[config.mk]
export PLATFORM = sky130hd
export DESIGN_NAME = change_dispenser
export DESIGN_NICKNAME = d
export VERILOG_FILES = /design/src/rtl/ee271_vend_pkg.sv /design/src/rtl/change_dispenser_coin_select.sv /design/src/rtl/change_dispenser.sv
export SDC_FILE = /design/constraint.sdc
export NUM_CORES = 1
export LEC_CHECK = 0
export ABC_AREA = 1
export CAP_MARGIN = 20
export CELL_PAD_IN_SITES_DETAIL_PLACEMENT = 1
export CELL_PAD_IN_SITES_GLOBAL_PLACEMENT = 2
export CORE_UTILIZATION = 30
export DETAILED_ROUTE_END_ITERATION = 6
export HOLD_SLACK_MARGIN = 0.15
export PLACE_DENSITY_LB_ADDON = 0.12
export SLEW_MARGIN = 25
export SYNTH_ARGS = -nofsm -noshare
export SYNTH_HDL_FRONTEND = slang
export SYNTH_SLANG_ARGS = --single-unit
[constraint.sdc]
create_clock -name clk -period 3.4 [get_ports clk]
set_clock_uncertainty 0.1 [all_clocks]
set_input_delay 0.68 -clock clk [delete_from_list [all_inputs] [get_ports clk]]
set_output_delay 0.68 -clock clk [all_outputs]
set_load 0.01 [all_outputs]
[src/rtl/ee271_vend_pkg.sv]
// Shared vending definitions: item codes, coin encodings and values, FSM states.
package ee271_vend_pkg;

    localparam logic [2:0] ITEM_A = 3'b001;
    localparam logic [2:0] ITEM_B = 3'b010;
    localparam logic [2:0] ITEM_C = 3'b011;
    localparam logic [2:0] ITEM_D = 3'b100;
    localparam logic [2:0] ITEM_E = 3'b101;

    localparam logic [2:0] COIN_NONE = 3'b000;
    localparam logic [2:0] COIN_N    = 3'b001;
    localparam logic [2:0] COIN_D    = 3'b010;
    localparam logic [2:0] COIN_Q    = 3'b100;

    localparam logic [5:0] VAL_N = 6'd5;
    localparam logic [5:0] VAL_D = 6'd10;
    localparam logic [5:0] VAL_Q = 6'd25;

    typedef enum logic [2:0] {IDLE, VEND, PAY, FIN, ERR} state_t;

    function automatic logic [5:0] coin_value(input logic [2:0] coin);
        case (coin)
            COIN_Q:  coin_value = VAL_Q;
            COIN_D:  coin_value = VAL_D;
            COIN_N:  coin_value = VAL_N;
            default: coin_value = 6'd0;
        endcase
    endfunction

endpackage

[src/rtl/change_dispenser_coin_select.sv]
// Greedy coin picker: largest coin that fits the remaining amount and is in stock.
module coin_select
    import ee271_vend_pkg::*;
#(
    parameter int CNT_W = 4
) (
    input  logic [5:0]       i_rem,
    input  logic [CNT_W-1:0] i_q,
    input  logic [CNT_W-1:0] i_d,
    input  logic [CNT_W-1:0] i_n,
    output logic [2:0]       o_coin,
    output logic             o_none
);

    always_comb begin
        o_coin = COIN_NONE;
        o_none = 1'b0;
        if (i_rem >= VAL_Q && i_q != '0)
            o_coin = COIN_Q;
        else if (i_rem >= VAL_D && i_d != '0)
            o_coin = COIN_D;
        else if (i_rem >= VAL_N && i_n != '0)
            o_coin = COIN_N;
        else
            o_none = 1'b1;
    end

endmodule

[src/rtl/change_dispenser.sv]
// Change dispenser: hands the item to the hopper, then pays change coin by coin.
module change_dispenser
    import ee271_vend_pkg::*;
#(
    parameter int CNT_W    = 4,
    parameter int INIT_CNT = 15
) (
    input  logic             clk,
    input  logic             rst,
    input  logic             req,
    input  logic [2:0]       item_name,
    input  logic [1:0]       item_amt,
    input  logic [5:0]       change,
    output logic             vend_valid,
    output logic [2:0]       vend_item,
    output logic [1:0]       vend_amt,
    input  logic             vend_ack,
    output logic             coin_valid,
    output logic [2:0]       coin_out,
    input  logic             coin_ack,
    input  logic             refill,
    input  logic [CNT_W-1:0] refill_q,
    input  logic [CNT_W-1:0] refill_d,
    input  logic [CNT_W-1:0] refill_n,
    output logic             busy,
    output logic             done_out,
    output logic             short_flag,
    output logic [5:0]       short_amt,
    input  logic             clear
);

    state_t           r_state;
    logic [5:0]       r_rem;
    logic [CNT_W-1:0] r_q, r_d, r_n;
    logic             r_vend_valid, r_coin_valid, r_busy, r_done, r_short_flag;
    logic [2:0]       r_vend_item, r_coin_out;
    logic [1:0]       r_vend_amt;
    logic [5:0]       r_short_amt;

    logic [5:0]       w_rem_nx;
    logic [CNT_W-1:0] w_q_nx, w_d_nx, w_n_nx;
    logic             w_settle;
    logic [2:0]       w_coin;
    logic             w_none;

    // Next remaining/counter values; the coin picker looks at these so a new
    // coin can be presented on the cycle right after an ack.
    always_comb begin
        w_rem_nx = r_rem;
        w_q_nx   = r_q;
        w_d_nx   = r_d;
        w_n_nx   = r_n;
        w_settle = 1'b0;
        case (r_state)
            IDLE: begin
                if (req) begin
                    w_rem_nx = change;
                    w_settle = (item_amt == 2'd0);
                end else if (refill) begin
                    w_q_nx = refill_q;
                    w_d_nx = refill_d;
                    w_n_nx = refill_n;
                end
            end
            VEND: w_settle = r_vend_valid && vend_ack;
            PAY: begin
                if (r_coin_valid && coin_ack) begin
                    w_settle = 1'b1;
                    w_rem_nx = r_rem - coin_value(r_coin_out);
                    case (r_coin_out)
                        COIN_Q:  w_q_nx = r_q - CNT_W'(1);
                        COIN_D:  w_d_nx = r_d - CNT_W'(1);
                        COIN_N:  w_n_nx = r_n - CNT_W'(1);
                        default: ;
                    endcase
                end
            end
            default: ;
        endcase
    end

    coin_select #(.CNT_W(CNT_W)) u_coin_select (
        .i_rem  (w_rem_nx),
        .i_q    (w_q_nx),
        .i_d    (w_d_nx),
        .i_n    (w_n_nx),
        .o_coin (w_coin),
        .o_none (w_none)
    );

    always_ff @(posedge clk or posedge rst) begin
        if (rst) begin
            r_state      <= IDLE;
            r_rem        <= '0;
            r_q          <= CNT_W'(INIT_CNT);
            r_d          <= CNT_W'(INIT_CNT);
            r_n          <= CNT_W'(INIT_CNT);
            r_vend_valid <= 1'b0;
            r_vend_item  <= '0;
            r_vend_amt   <= '0;
            r_coin_valid <= 1'b0;
            r_coin_out   <= COIN_NONE;
            r_busy       <= 1'b0;
            r_done       <= 1'b0;
            r_short_flag <= 1'b0;
            r_short_amt  <= '0;
        end else begin
            r_rem <= w_rem_nx;
            r_q   <= w_q_nx;
            r_d   <= w_d_nx;
            r_n   <= w_n_nx;
            if (w_settle) begin
                // Item handed over or coin paid: decide what comes next.
                r_busy       <= 1'b1;
                r_vend_valid <= 1'b0;
                if (r_state == IDLE) begin
                    r_vend_item <= item_name;
                    r_vend_amt  <= item_amt;
                end
                if (w_rem_nx == 6'd0) begin
                    r_state      <= FIN;
                    r_done       <= 1'b1;
                    r_coin_valid <= 1'b0;
                    r_coin_out   <= COIN_NONE;
                end else if (w_none) begin
                    r_state      <= ERR;
                    r_short_flag <= 1'b1;
                    r_short_amt  <= w_rem_nx;
                    r_coin_valid <= 1'b0;
                    r_coin_out   <= COIN_NONE;
                end else begin
                    r_state      <= PAY;
                    r_coin_valid <= 1'b1;
                    r_coin_out   <= w_coin;
                end
            end else begin
                case (r_state)
                    IDLE: begin
                        if (req) begin
                            r_state      <= VEND;
                            r_busy       <= 1'b1;
                            r_vend_valid <= 1'b1;
                            r_vend_item  <= item_name;
                            r_vend_amt   <= item_amt;
                        end
                    end
                    FIN: begin
                        r_done  <= 1'b0;
                        r_busy  <= 1'b0;
                        r_state <= IDLE;
                    end
                    ERR: begin
                        if (clear) begin
                            r_short_flag <= 1'b0;
                            r_short_amt  <= '0;
                            r_busy       <= 1'b0;
                            r_state      <= IDLE;
                        end
                    end
                    default: ;
                endcase
            end
        end
    end

    assign vend_valid = r_vend_valid;
    assign vend_item  = r_vend_item;
    assign vend_amt   = r_vend_amt;
    assign coin_valid = r_coin_valid;
    assign coin_out   = r_coin_out;
    assign busy       = r_busy;
    assign done_out   = r_done;
    assign short_flag = r_short_flag;
    assign short_amt  = r_short_amt;

endmodule

==> results.toml <==
[status]
outcome = "finished, final reports clean"

[global_route]
grt_usage = 0.174
grt-busiest-layer = "met2"
grt_use_met2 = 0.318
grt_start_max_net_pins = 41
grt_pass1_vias = 2745
grt_overflow = 0
grt_pass1_wl_microns = 13400
gr-usage-met3 = 0.0232
antenna_found_initial = 0
grtUsageMet1 = 0.221

[yosys]
ys_seq_area_frac = 0.359
synth_seq_cells = 40
synthArstFlopShare = 1.00
synth_edf_count = 0
synth_area_sq_um = 2830
synth.avg_cell_area_sq_um = 7.16
synth_xor_area_frac = 0.00619
yosysWarnings = 0
synth_flop_cell = "dfrtp_1"
ys_types = 34
synthesis.nets = 434
yosys.area_share.simple = 0.403
syn_inst = 395
synthMuxAreaShare = 0
synth_top_family_by_area = "simple AND/OR/NAND/NOR gates"
synth_fa_ha_area_frac = 0.0425
synth-compound-area-share = 0.0827

[power]
power.density_nw_per_um2 = 971
peakVddDrop_mv = 0.428
total_leakage_power_nw = 1.82

[floorplanning]
rows = 35
ios = 49
die_area_sq_um = 9820
start_util = 0.308
core-area_sq_um = 9200
die_h_microns = 99.1
die_w_microns = 99.1

[cells_and_area]
areaGrowthSynthToFinish_pct = 25.6
final_common_cell = "nand2_1"
most-common-layout-cells = "137 x nand2_1, 59 x inv_1, 48 x clkdlybuf4s50_1"
final_area_sq_um = 3550
insertedDiodeCount = 0
layout.nets = 489
layout-drive-gt1-share = 0.160

[critical_path]
critPathTopFamily = "simple AND/OR/NAND/NOR gates"
critPathKind = "register to register"
crit_path_max_fanout = 7
critPathArrivalTime_ns = 3.11
path_common_cell = "nand2_1"
cp_data_required_time_ns = 3.49
crit_slowest_cell = "dfrtp_1"
cp-start-kind = "register"
max_stage_delay_ns = 0.48
endpoint_kind = "register"
path_cells = "inv_2 > nand3_1 > nand2_1 > ha_1 > fa_1 > inv_1 > nand3_1 > nand3_1 > nand3_1 > nand2_1 > a21boi_2 > nor2_1 > nand2_1 > nand2_2 > nand3_4 > nand2_4 > nand2_4 > nand2_1 > nand2_1"
crit_buf_inv = 2

[sta]
rsz0062_at_grt = "false"
min_period_ns = 3.02
setup_tns_ns = 0
hold_viol_final = 0
slew_headroom = 0.642
fmax_mhz = 331
setup_viol = 0
worst_pin_slew_ns = 0.537
final_max_slew_viol_count = 0
finalCritPeriodShare = 0.888

[clocking]
cts_resized = 0
clock_sinks = 40
numCtsBuffers = 5
clock_tree.buffer_depth = 2
cts-root-buf = "clkbuf_8"
cts_tree = "done"
clk_latency_ns = 0.30
ctsHoldBuffers = 0
htree_levels = 2
cts_setup_buffers = 0
clk_pin_slew_ns = 0.08

[drt]
vias = 2609
antenna_left = 0
via_per_inst = 4.64
drtIter0Drc = 39
wl_microns = 7920
firstDrtPassIters = 4
wl_per_cell_microns = 14.1
drc_errors = 0

[flow_run]
maxCapViolations = 0

[placed_design]
postPlaceCellArea_sq_um = 3440
gp_congestion = 0.784
hpwl_microns = 6420
port_buffers = 48

[worst_hold_path]
hp-class = "register to register"
## stage by stage
stage	setup slack, ns	utilization	total power [mW]	hold WS, ns	instances
3_3_place_gp	0.346	0.374	3.07	0.361	554
4_1_cts	0.334	0.386	3.52	0.388	562
3_5_place_dp	0.279	0.374	3.10	0.368	554
6_report	0.382	0.386	3.45	0.383	562
2_1_floorplan	0.801	-	2.41	0.402	395
5_1_grt	0.133	0.386	3.81	0.412	562
## tightest hold or removal path, stage by stage, from the launching register on
cell and delay [ns]:
dfrtp_1 0.35, nand2_1 0.05, nand2_1 0.05
## path summary, 6_finish.rpt
path,start,end,slack (ns),cells past startpoint
max in group asynchronous,rst,r_d[1]$_DFF_PP1_,2.10,3
hold reg to reg,vend_item[1]$_DFFE_PP0P_,vend_item[1]$_DFFE_PP0P_,0.38,2
setup reg to reg,coin_out[2]$_DFFE_PP0P_,short_amt[5]$_DFFE_PP0P_,0.38,19
hold / removal,vend_item[1]$_DFFE_PP0P_,vend_item[1]$_DFFE_PP0P_,0.38,2
min in group asynchronous,rst,busy$_DFFE_PP0P_,0.73,3
setup / recovery,coin_out[2]$_DFFE_PP0P_,short_amt[5]$_DFFE_PP0P_,0.38,19
## sequential cells by signal, indices dropped and copies added (netlist names)
register	cells
busy	1
r_d	4
short_flag	1
coin_valid	1
r_rem	6
vend_amt	2
coin_out	3
r_state	3
r_n	4
vend_item	3
vend_valid	1
done_out	1
r_q	4
short_amt	6
## power breakdown
part	leakage [nW]	internal (mW)	switching, mW	total, mW
combinational	1.28	0.784	1.36	2.15
sequential	0.484	0.730	0.174	0.905
clock	0.0558	0.218	0.182	0.400
total	1.82	1.73	1.72	3.45
## logic make-up (layout without fill, tap and decap cells)
logic type / Yosys count / after routing
simple gates: 230 / 230
buf+inv: 75 / 131
flops: 40 / 40
compound gates: 39 / 39
fa+ha+maj: 9 / 9
xor+xnor: 2 / 2
## synthesized netlist by cell type (8+ instances only)
| library cell | n | area (sq um) |
|---|---|---|
| nand2_1 | 137 | 514 |
| inv_1 | 59 | 221 |
| nand3_1 | 33 | 165 |
| dfrtp_1 | 28 | 701 |
| nor2_1 | 19 | 71.3 |
| o21ai_0 | 18 | 90.1 |
| inv_2 | 13 | 48.8 |
| dfstp_2 | 12 | 315 |
| a21oi_1 | 9 | 45.0 |
| ha_1 | 8 | 100 |
| nand2_2 | 8 | 50.1 |
| nand3_2 | 8 | 80.1 |
## per-layer routing
layer	share of wire	vias up	wire, microns
met5	0	-	0
met4	0.0075	0	59
met3	0.022	5	178
met2	0.50	31	3970
met1	0.47	1232	3710
li1	-	1341	-
## area by class of cell
class                           count  area (sq um)
Sequential cell                    40          1020
Clock inverter                      3          42.5
Inverter                           72           270
Clock buffer                        5          68.8
Fill cell                        1172          5640
Multi-Input combinational cell    280          1510
Timing Repair Buffer               51           503
Tap cell                          111           139
Note: power is estimated with default switching activity, not from simulation.
